File: src/rtl/jtag_master.sv
// JTAG master: runs a TAP reset/idle sequence, then executes IR (+ optional DR) shift commands.
// TCK is derived from CLK; TMS/TDI update on the TCK fall and TDO is captured on the TCK rise.
module jtag_master #(
    parameter int CLK_DIV = 2,
    parameter int DR_MAX  = 32
) (
    input  logic              CLK,
    input  logic              RST_N,
    input  logic              CMD_VALID,
    output logic              CMD_READY,
    input  logic [3:0]        CMD_IR,
    input  logic [DR_MAX-1:0] CMD_DR,
    input  logic [5:0]        CMD_DR_LEN,
    output logic              TCK,
    output logic              TMS,
    output logic              TDI,
    input  logic              TDO,
    output logic              RSP_VALID,
    output logic [DR_MAX-1:0] RSP_DR
);
    typedef enum logic [3:0] {
        INIT, IDLE, IR_HDR, IR_SHIFT, IR_TAIL, DR_HDR, DR_SHIFT, DR_TAIL, DONE
    } state_t;

    localparam logic [7:0] DIV_LAST = 8'(CLK_DIV - 1);
    localparam logic [6:0] LEN_MAX  = 7'(DR_MAX);

    state_t            state, nxt_state;
    logic [7:0]        div_cnt;
    logic [5:0]        bit_cnt, nxt_bit, len_reg, len_clamped;
    logic [3:0]        ir_reg;
    logic [DR_MAX-1:0] dr_reg, tdo_bit, dr_onehot;
    logic              nxt_tms, nxt_tdi;

    assign len_clamped = ({1'b0, CMD_DR_LEN} > LEN_MAX) ? LEN_MAX[5:0] : CMD_DR_LEN;
    assign tdo_bit     = {{(DR_MAX-1){1'b0}}, TDO} << bit_cnt;
    assign dr_onehot   = {{(DR_MAX-1){1'b0}}, 1'b1} << nxt_bit;

    // Where the FSM goes at the end of the current TCK period, and what that period drives.
    always_comb begin
        nxt_state = state;
        nxt_bit   = bit_cnt + 6'd1;
        case (state)
            INIT:     if (bit_cnt == 6'd5) begin nxt_state = IDLE;     nxt_bit = '0; end
            IR_HDR:   if (bit_cnt == 6'd3) begin nxt_state = IR_SHIFT; nxt_bit = '0; end
            IR_SHIFT: if (bit_cnt == 6'd3) begin nxt_state = IR_TAIL;  nxt_bit = '0; end
            IR_TAIL:  if (bit_cnt == 6'd1) begin
                nxt_state = (len_reg == 6'd0) ? DONE : DR_HDR;
                nxt_bit   = '0;
            end
            DR_HDR:   if (bit_cnt == 6'd2) begin nxt_state = DR_SHIFT; nxt_bit = '0; end
            DR_SHIFT: if (bit_cnt == len_reg - 6'd1) begin nxt_state = DR_TAIL; nxt_bit = '0; end
            DR_TAIL:  if (bit_cnt == 6'd1) begin nxt_state = DONE;     nxt_bit = '0; end
            default: ;
        endcase

        nxt_tms = 1'b0;
        nxt_tdi = 1'b0;
        case (nxt_state)
            INIT:     nxt_tms = (nxt_bit != 6'd5);
            IR_HDR:   nxt_tms = (nxt_bit < 6'd2);
            IR_SHIFT: begin
                nxt_tms = (nxt_bit == 6'd3);
                nxt_tdi = ir_reg[nxt_bit[1:0]];
            end
            IR_TAIL, DR_HDR, DR_TAIL: nxt_tms = (nxt_bit == 6'd0);
            DR_SHIFT: begin
                nxt_tms = (nxt_bit == len_reg - 6'd1);
                nxt_tdi = |(dr_reg & dr_onehot);
            end
            default: ;
        endcase
    end

    always_ff @(posedge CLK or negedge RST_N) begin
        if (!RST_N) begin
            state     <= INIT;
            div_cnt   <= '0;
            bit_cnt   <= '0;
            len_reg   <= '0;
            TCK       <= 1'b0;
            TMS       <= 1'b1;
            TDI       <= 1'b0;
            CMD_READY <= 1'b0;
            RSP_VALID <= 1'b0;
            RSP_DR    <= '0;
        end else begin
            case (state)
                IDLE: begin
                    if (CMD_VALID && CMD_READY) begin
                        state     <= IR_HDR;
                        div_cnt   <= '0;
                        bit_cnt   <= '0;
                        len_reg   <= len_clamped;
                        TMS       <= 1'b1;
                        TDI       <= 1'b0;
                        CMD_READY <= 1'b0;
                        RSP_DR    <= '0;
                    end
                end
                DONE: begin
                    RSP_VALID <= 1'b0;
                    CMD_READY <= 1'b1;
                    state     <= IDLE;
                end
                default: begin
                    if (div_cnt != DIV_LAST) begin
                        div_cnt <= div_cnt + 8'd1;
                    end else begin
                        div_cnt <= '0;
                        if (!TCK) begin
                            TCK <= 1'b1;
                            if (state == DR_SHIFT) RSP_DR <= RSP_DR | tdo_bit;
                        end else begin
                            TCK     <= 1'b0;
                            state   <= nxt_state;
                            bit_cnt <= nxt_bit;
                            TMS     <= nxt_tms;
                            TDI     <= nxt_tdi;
                            if (nxt_state == IDLE) CMD_READY <= 1'b1;
                            if (nxt_state == DONE) RSP_VALID <= 1'b1;
                        end
                    end
                end
            endcase
        end
    end

    // Command payload needs no reset: it is only read after an accept has loaded it.
    always_ff @(posedge CLK) begin
        if (CMD_VALID && CMD_READY) begin
            ir_reg <= CMD_IR;
            dr_reg <= CMD_DR;
        end
    end
endmodule

File: config.mk
export PLATFORM = sky130hd
export DESIGN_NAME = jtag_master
export DESIGN_NICKNAME = d
export VERILOG_FILES = /design/src/rtl/jtag_master.sv
export SDC_FILE = /design/constraint.sdc
export NUM_CORES = 1
export LEC_CHECK = 0
export CAP_MARGIN = 20
export CELL_PAD_IN_SITES_DETAIL_PLACEMENT = 1
export CELL_PAD_IN_SITES_GLOBAL_PLACEMENT = 1
export CORE_ASPECT_RATIO = 0.6
export CORE_MARGIN = 10
export CORE_UTILIZATION = 49
export CTS_CLUSTER_SIZE = 40
export DETAILED_ROUTE_END_ITERATION = 8
export DONT_BUFFER_PORTS = 1
export PLACE_DENSITY_LB_ADDON = 0.3
export SLEW_MARGIN = 40
export SYNTH_ARGS = -nofsm -noshare
export SYNTH_HDL_FRONTEND = slang
export SYNTH_SLANG_ARGS = --single-unit
File: constraint.sdc
create_clock -name CLK -period 3.8 [get_ports CLK]
set_input_delay 0.95 -clock CLK [delete_from_list [all_inputs] [get_ports CLK]]
set_output_delay 0.95 -clock CLK [all_outputs]
set_load 0.05 [all_outputs]
==> run summary, run 1 <==
status = completed
final hold slack = 0.284 ns
Worst VDD drop = 0.216 mV
Design Area, Final = 0.00554 sq mm
predominant post-synthesis flop cell = dfrtp_1
class of the worst hold path = input port to asynchronous set/reset pin
CP Capture Type = flip-flop
Final Util = 55.5%
mapped cell area = 0.00507 sq mm
most common cell after layout, fill and taps aside = nor2_1
routability cong. = 0.932
average routed wire per standard cell = 23.6 um
Port Buf Inserts = 0
setup_tns = 0 ns
Final Skew = 0.00841 ns
Finished Layout Cells = 639
buffer count from post-CTS setup fixing = 0
Peak Freq = 301 MHz
clk buf depth = 2
Num CTS Buffers = 9
io pins = 83
Root Driver = clkbuf_16
ranking of synthesized cells by area = dfrtp_1 (30%), edfxtp_1 (21%), nor2_1 (4.7%)
pin count of the biggest net entering global routing = 62
Yosys top cell area share = 29.6%
first-pass GRT wire length = 24.2 mm
Final Cycle Share = 87.5%
DR DRC count = 0
placed cell area = 0.00523 sq mm
synthesized flop and latch total = 97
Post-synth EDFFs = 36
pwr dens = 362 mW/mm^2
Iter 0 DRT Violations = 475
Tot Pwr = 2.00 mW
Post-DRT Antenna Nets = 0
n_diodes = 0
worst-path fanout max = 7
Crit Path Category = flip-flop to flip-flop
normalized max-slew margin = 45.5%
final setup fails = 0
die area = 0.0150 sq mm
CTS tree = done
H-tree depth = 3
grt ovf = 0
number of hold violations in the final report = 0
Synth cell types = 71
RSZ-0062 raised after global routing = false
Fill cells = 1121
vias in the first global route = 4228
Mapped Nets = 553
Slew Limit Fails = 0
final setup margin = 0.476 ns
Starting Density = 50.8%
Max Cap Violations = 0
minimum clock period = 3.32 ns
final net count = 551
hpwl dp = 11.2 mm
dpl ws = 0.554 ns
area delta synth->final = 9.23%
CTS resizes = 0
most frequent cells in the layout = nor2_1 (62), dfrtp_1 (60), a21oi_1 (41)
CP required = 4.08 ns
asr flop ratio synth = 62.9%
drt pass-1 iters = 5
core area = 0.00998 sq mm
cts hold-fix bufs = 0
area leader, netlist = dfrtp_1
clock latency on the worst-skew pair = 0.36 ns
leakage dissipation = 2.21 nW
Setup crit start kind = flip-flop
initial antenna violation count = 0
post-synthesis sequential area ratio = 51.4%
Reg clk slew, reported paths = 0.07 ns
synth warn = 0
Die W = 151 um
fraction of layout cells with a size suffix above 1 = 10.3%
cell row count = 28
CP arrival = 3.61 ns
Synth Instances = 501
DP Cell Count = 623
die span in y = 98.8 um
Vias/cell = 6.45
Vias = 4124
Tightest Pin Transition = 0.814 ns
Detailed Route WL = 15.1 mm
CTS Sinks = 97
GRT Total Usage = 20.5%
average size of a mapped cell = 10.1 sq um
[final timing paths]
check	from	endpoint	slack, ns	cells past startpoint
setup / recovery	len_reg[0]	TMS	0.48	10
hold / removal	RST_N	div_cnt[7]	0.28	0
setup reg to reg	len_reg[0]	TMS	0.48	10
hold reg to reg	div_cnt[7]	div_cnt[7]	0.58	2
max in group asynchronous	RST_N	TMS	3.31	0
min in group CLK	div_cnt[7]	div_cnt[7]	0.58	2
[per-layer routing]
layer	routed length, um	vias up	track usage (%)	share of wire, %
met2	6790	165	30.6	45
li1	-	1839	-	-
met5	0	-	0	0
met1	6890	2098	28.7	46
met3	1240	22	5.89	8.2
met4	169	0	5.01	1.1
[cells by family after synthesis]
family / Yosys count / synth area share [%]
compound gates: 132 / 17.3
xor+xnor: 25 / 4.59
fa+ha+maj: 6 / 1.48
buf+inv: 40 / 3.33
flops: 97 / 51.4
mux: 10 / 2.52
simple gates: 191 / 19.3
[cell type report]
type / count / area, sq um / area share [%]
flip-flops and latches: 97 / 2610 / 47.1
multi-input cells: 364 / 2310 / 41.6
clock buffers: 9 / 225 / 4.07
well taps: 135 / 169 / 3.05
repair buffers: 14 / 105 / 1.90
clock inverters: 7 / 76.3 / 1.38
inverters: 13 / 48.8 / 0.881
[Yosys cell counts (8+ instances only)]
cell,number
a21oi_1,41
nor2_1,63
o21ai_0,21
nand2_1,40
inv_1,13
edfxtp_1,36
xnor2_1,11
clkbuf_1,17
and3_1,8
dfrtp_1,60
nand3_1,13
nor3_1,17
o31ai_1,8
xor2_1,13
a31oi_1,16
[where the power goes]
group	total [mW]	switching, mW	internal (mW)
combinational	0.00344	0.00164	0.00180
sequential	1.08	0	1.08
clock	0.916	0.446	0.470
total	2.00	0.448	1.56
[worst max-delay path: stages, from the launching register on]
cell	delay (ns)
dfrtp_1	0.44
inv_1	0.13
ha_1	0.21
or3b_1	0.42
xnor2_1	0.20
nor4_4	0.48
a31oi_1	0.38
or3_1	0.41
a311oi_1	0.31
o32ai_1	0.13
o22ai_1	0.14
No activity file was read; power rests on OpenSTA's default activity.
==> run 2, diff against run 1 <==
Settings changed: CTS_CLUSTER_DIAMETER set to 60, RECOVER_POWER set to 100, TNS_END_PERCENT set to 20.
==> run 2 against run 1 <==
Net effect: clock power about the same; fmax down 4.3%; sequential share of layout area up 0.15 points; global-route usage unchanged; register-to-register slack worse by 0.15 ns; first-iteration DRC count up 9.9%; via count down 0.17%; die area unchanged; total power up 0.15%; critical path depth down 2; hold slack better by 0.0016 ns.
==> run summary, run 2 (synthesis gave the netlist of run 1 again) <==
final setup margin = 0.327 ns
CP arrival = 3.69 ns
CTS resizes = 0
die span in y = 98.8 um
drt pass-1 iters = 6
area delta synth->final = 8.88%
first-pass GRT wire length = 24.2 mm
Vias = 4117
io pins = 83
Vias/cell = 6.44
final net count = 551
status = completed
worst-path fanout max = 19
met3 Use GR = 5.89%
Final Skew = 0.00758 ns
Reg2Reg Setup Slack = 0.33 ns
Post-DRT Antenna Nets = 0
met1 track demand over resource = 28.7%
normalized max-slew margin = 15.0%
placed cell area = 0.00523 sq mm
CTS Sinks = 97
hpwl dp = 11.2 mm
most frequent cells in the layout = nor2_1 (63), dfrtp_1 (60), a21oi_1 (41)
GRT Total Usage = 20.5%
number of hold violations in the final report = 0
average routed wire per standard cell = 23.8 um
Die W = 151 um
Setup crit start kind = flip-flop
clk buf depth = 2
vias in the first global route = 4228
Root Driver = clkbuf_16
most common cell after layout, fill and taps aside = nor2_1
final hold slack = 0.285 ns
leakage dissipation = 2.21 nW
fraction of layout cells with a size suffix above 1 = 9.33%
n_diodes = 0
grt ovf = 0
FF-to-FF Start = state[1]
DR DRC count = 0
Starting Density = 50.8%
Worst VDD drop = 0.216 mV
CP Capture Type = flip-flop
setup_tns = 0 ns
Reg clk slew, reported paths = 0.07 ns
minimum clock period = 3.47 ns
GR Util met2 = 30.6%
Tightest Pin Transition = 1.26 ns
die area = 0.0150 sq mm
Iter 0 DRT Violations = 522
core area = 0.00998 sq mm
Finished Layout Cells = 639
RSZ-0062 raised after global routing = false
CTS tree = done
Peak Freq = 288 MHz
initial antenna violation count = 0
pwr dens = 363 mW/mm^2
Final Util = 55.3%
Crit Path Category = flip-flop to flip-flop
cts hold-fix bufs = 0
Tot Pwr = 2.01 mW
RR Endpoint = RSP_DR[31]
busiest grt layer = met2
H-tree depth = 3
Max Cap Violations = 0
Final Cycle Share = 91.4%
Num CTS Buffers = 9
FF-to-FF path depth = 8
Slew Limit Fails = 0
clock latency on the worst-skew pair = 0.35 ns
class of the worst hold path = input port to asynchronous set/reset pin
DP Cell Count = 623
Detailed Route WL = 15.2 mm
final setup fails = 0
Design Area, Final = 0.00552 sq mm
cell row count = 28
CP required = 4.02 ns
Port Buf Inserts = 0
buffer count from post-CTS setup fixing = 0
routability cong. = 0.932
pin count of the biggest net entering global routing = 62
dpl ws = 0.554 ns
run 2: power by group:
group          switching [mW]  total [mW]  leakage, nW  internal (mW)
registers                   0        1.08         1.13           1.08
clock network           0.449       0.919        0.149          0.470
logic                 0.00162     0.00342        0.927        0.00180
run 2: layout make-up:
class | instances | area, sq um
Clock inverter | 7 | 76.3
Sequential cell | 97 | 2610
Tap cell | 135 | 169
Multi-Input combinational cell | 364 | 2290
Fill cell | 1121 | 4460
Clock buffer | 9 | 225
Timing Repair Buffer | 14 | 101
Inverter | 13 | 48.8
run 2: layer usage:
layer | vias to the layer above | part of all wire [%]
met1 | 2090 | 46
met3 | 21 | 8.7
met4 | 0 | 1.2
met5 | - | 0
li1 | 1838 | -
met2 | 168 | 45
run 2: worst max-delay path by stage:
| stage | start | endpoint | cells past startpoint | slack, ns |
|---|---|---|---|---|
| after CTS | bit_cnt[1] | TMS | 10 | 0.49 |
| after global routing | bit_cnt[1] | TMS | 10 | 0.09 |
| after global placement | bit_cnt[1] | TMS | 10 | 0.71 |
| after floorplan | bit_cnt[1] | TMS | 11 | 1.01 |
| after detailed placement | bit_cnt[1] | TMS | 10 | 0.55 |
| final | state[1] | RSP_DR[31] | 8 | 0.33 |
run 2: worst max-delay path, stage by stage (launching register included):
cell and delay [ns]:
dfrtp_1 0.63, nor4b_1 1.16, a21oi_2 0.05, a21boi_0 0.20, a31oi_1 0.44, nor3b_1 0.17, and2_0 0.38, a31oi_1 0.25
nor2_1 0.06
==> run 3, diff against run 2 <==
Settings changed: ABC_AREA set to 1, CORE_UTILIZATION 49 to 47.
==> run 3 against run 2 <==
Net effect: the run now ends with capacitance limit, slew limit left; setup slack improved by 0.029 ns; sequential power about the same; sequential share of layout area increased by 0.40 points; non-clock buffer count decreased by 10.
==> run summary, run 3 <==
average size of a mapped cell = 8.10 sq um
class of the worst hold path = input port to asynchronous set/reset pin
CTS resizes = 0
Vias/cell = 5.74
GRT Total Usage = 20.6%
routability cong. = 0.896
average routed wire per standard cell = 20.7 um
CP arrival = 3.73 ns
Num CTS Buffers = 9
CTS tree = done
cell row count = 29
die span in y = 100 um
vias in the first global route = 4588
number of hold violations in the final report = 0
Final Cycle Share = 90.6%
Design Area, Final = 0.00548 sq mm
final setup fails = 0
io pins = 83
predominant post-synthesis flop cell = dfrtp_1
final net count = 678
failing checks = capacitance limit, slew limit
minimum clock period = 3.44 ns
clock latency on the worst-skew pair = 0.35 ns
Iter 0 DRT Violations = 477
Slew Limit Fails = 37
DR DRC count = 0
most common cell after layout, fill and taps aside = nand2_1
drt pass-1 iters = 5
Yosys top cell area share = 29.7%
placed cell area = 0.00520 sq mm
worst setup path startpoint = len_reg[0]
Post-DRT Antenna Nets = 0
normalized max-slew margin = -30.1%
initial antenna violation count = 1
worst-path fanout max = 11
Detailed Route WL = 15.9 mm
Starting Density = 48.0%
Setup crit start kind = flip-flop
area leader, netlist = dfrtp_1
Port Buf Inserts = 0
clk buf depth = 2
final hold slack = 0.288 ns
synth warn = 0
buffer count from post-CTS setup fixing = 0
CP required = 4.09 ns
core area = 0.0105 sq mm
Max Cap Violations = 1
Post-synth top cells = nand2_1 (137), inv_1 (92), nor2_1 (64), nand3_1 (62), dfrtp_1 (60)
H-tree depth = 3
synthesized flop and latch total = 97
most frequent cells in the layout = nand2_1 (137), inv_1 (92), nor2_1 (65)
cts hold-fix bufs = 0
Crit Path Category = flip-flop to flip-flop
mapped cell area = 0.00505 sq mm
RSZ-0062 raised after global routing = false
pin count of the biggest net entering global routing = 62
CTS Sinks = 97
Die W = 154 um
hpwl dp = 12.2 mm
post-synthesis sequential area ratio = 51.6%
top-count cell post-synth = nand2_1
Tot Pwr = 1.99 mW
Mapped Nets = 676
CP Capture Type = flip-flop
Post-synth EDFFs = 36
grt ovf = 0
ranking of synthesized cells by area = dfrtp_1 (30%), edfxtp_1 (21%), nand2_1 (10%)
FF-to-FF Start = len_reg[0]
leakage dissipation = 2.51 nW
Final Skew = 0.00505 ns
Reg clk slew, reported paths = 0.07 ns
area delta synth->final = 8.34%
pwr dens = 363 mW/mm^2
asr flop ratio synth = 62.9%
status = finished with violations
setup_tns = 0 ns
Worst VDD drop = 0.222 mV
die area = 0.0154 sq mm
Tightest Pin Transition = 1.95 ns
Synth cell types = 40
Root Driver = clkbuf_16
fraction of layout cells with a size suffix above 1 = 6.34%
Synth Instances = 624
first-pass GRT wire length = 25.6 mm
Peak Freq = 290 MHz
Vias = 4427
[run 3: cell types whose count changed in the layout (fill, tap and decap cells not counted), moves of 9 or more]
cell / delta
nand2_1: +97
xnor2_1: -11
a31oi_1: -14
buf_4: -12
xor2_1: -9
nand3_1: +49
inv_1: +79
[run 3: cells by family (layout without fill, tap and decap cells)]
family                     after synthesis  count (layout)  synth area share [%]
and+or+nand+nor                        324             324                  28.7
buffers and inverters                  110             117                  8.57
DFF                                     97              97                  51.6
AOI/OAI and AO/OA                       83              83                  8.94
adders and majority gates                6               6                  1.49
xor gates and xnor gates                 4               4                 0.693
other                                    0               1                     0
[run 3: worst paths after layout]
| kind | slack [ns] | to | cells past startpoint |
|---|---|---|---|
| min | 0.29 | RSP_DR[10] | 0 |
| min in group CLK | 0.58 | div_cnt[2] | 2 |
| max in group asynchronous | 3.32 | TMS | 0 |
| max reg2reg | 0.36 | TDI | 24 |
| max | 0.36 | TDI | 24 |
| min reg2reg | 0.58 | div_cnt[2] | 2 |
[run 3: worst max-delay path: stages (launching register included)]
cell     delay (ns)
dfrtp_1        0.42
inv_1          0.17
ha_1           0.29
nand2_1        0.10
nand3_1        0.10
nand2_1        0.09
nor2_1         0.10
nand2_1        0.06
nor2_1         0.14
nand2_1        0.07
nand2_1        0.12
nand2_2        0.20
nand2_1        0.38
nand2_1        0.13
nor2_1         0.28
nand2_1        0.09
nand2_1        0.09
nor2_1         0.04
nand3_1        0.08
nand2_1        0.05
nand2_1        0.06
nand2_1        0.07
nand2_1        0.07
nand2_1        0.07
nand2_1        0.09
[run 3: area by class of cell]
| type | instances | area, sq um |
|---|---|---|
| Sequential cell | 97 | 2610 |
| Antenna cell | 1 | 2.50 |
| Clock inverter | 5 | 36.3 |
| Tap cell | 139 | 174 |
| Multi-Input combinational cell | 417 | 2010 |
| Timing Repair Buffer | 4 | 20.0 |
| Fill cell | 1311 | 5050 |
| Inverter | 97 | 367 |
| Clock buffer | 11 | 258 |
[run 3: per-stage QoR]
step | cells | setup slack [ns] | util (%)
after floorplan | 624 | 1.46 | -
after global routing | 770 | 0.0708 | 52.0
after global placement | 754 | 0.624 | 49.4
after CTS | 770 | 0.434 | 52.2
after detailed placement | 754 | 0.519 | 49.4
final | 771 | 0.357 | 52.0
[run 3: metal layers]
layer	track usage (%)	wire [um]	vias to the layer above
li1	-	-	2055
met1	28.8	7350	2185
met2	30.6	7000	168
met3	6.45	1440	19
met4	4.63	152	0
met5	0	0	-
[run 3: power breakdown]
| group | internal, mW | total [mW] | switching [mW] |
|---|---|---|---|
| Sequential | 1.09 | 1.09 | 0 |
| Combinational | 0.000741 | 0.00230 | 0.00156 |
| Clock | 0.494 | 0.900 | 0.406 |
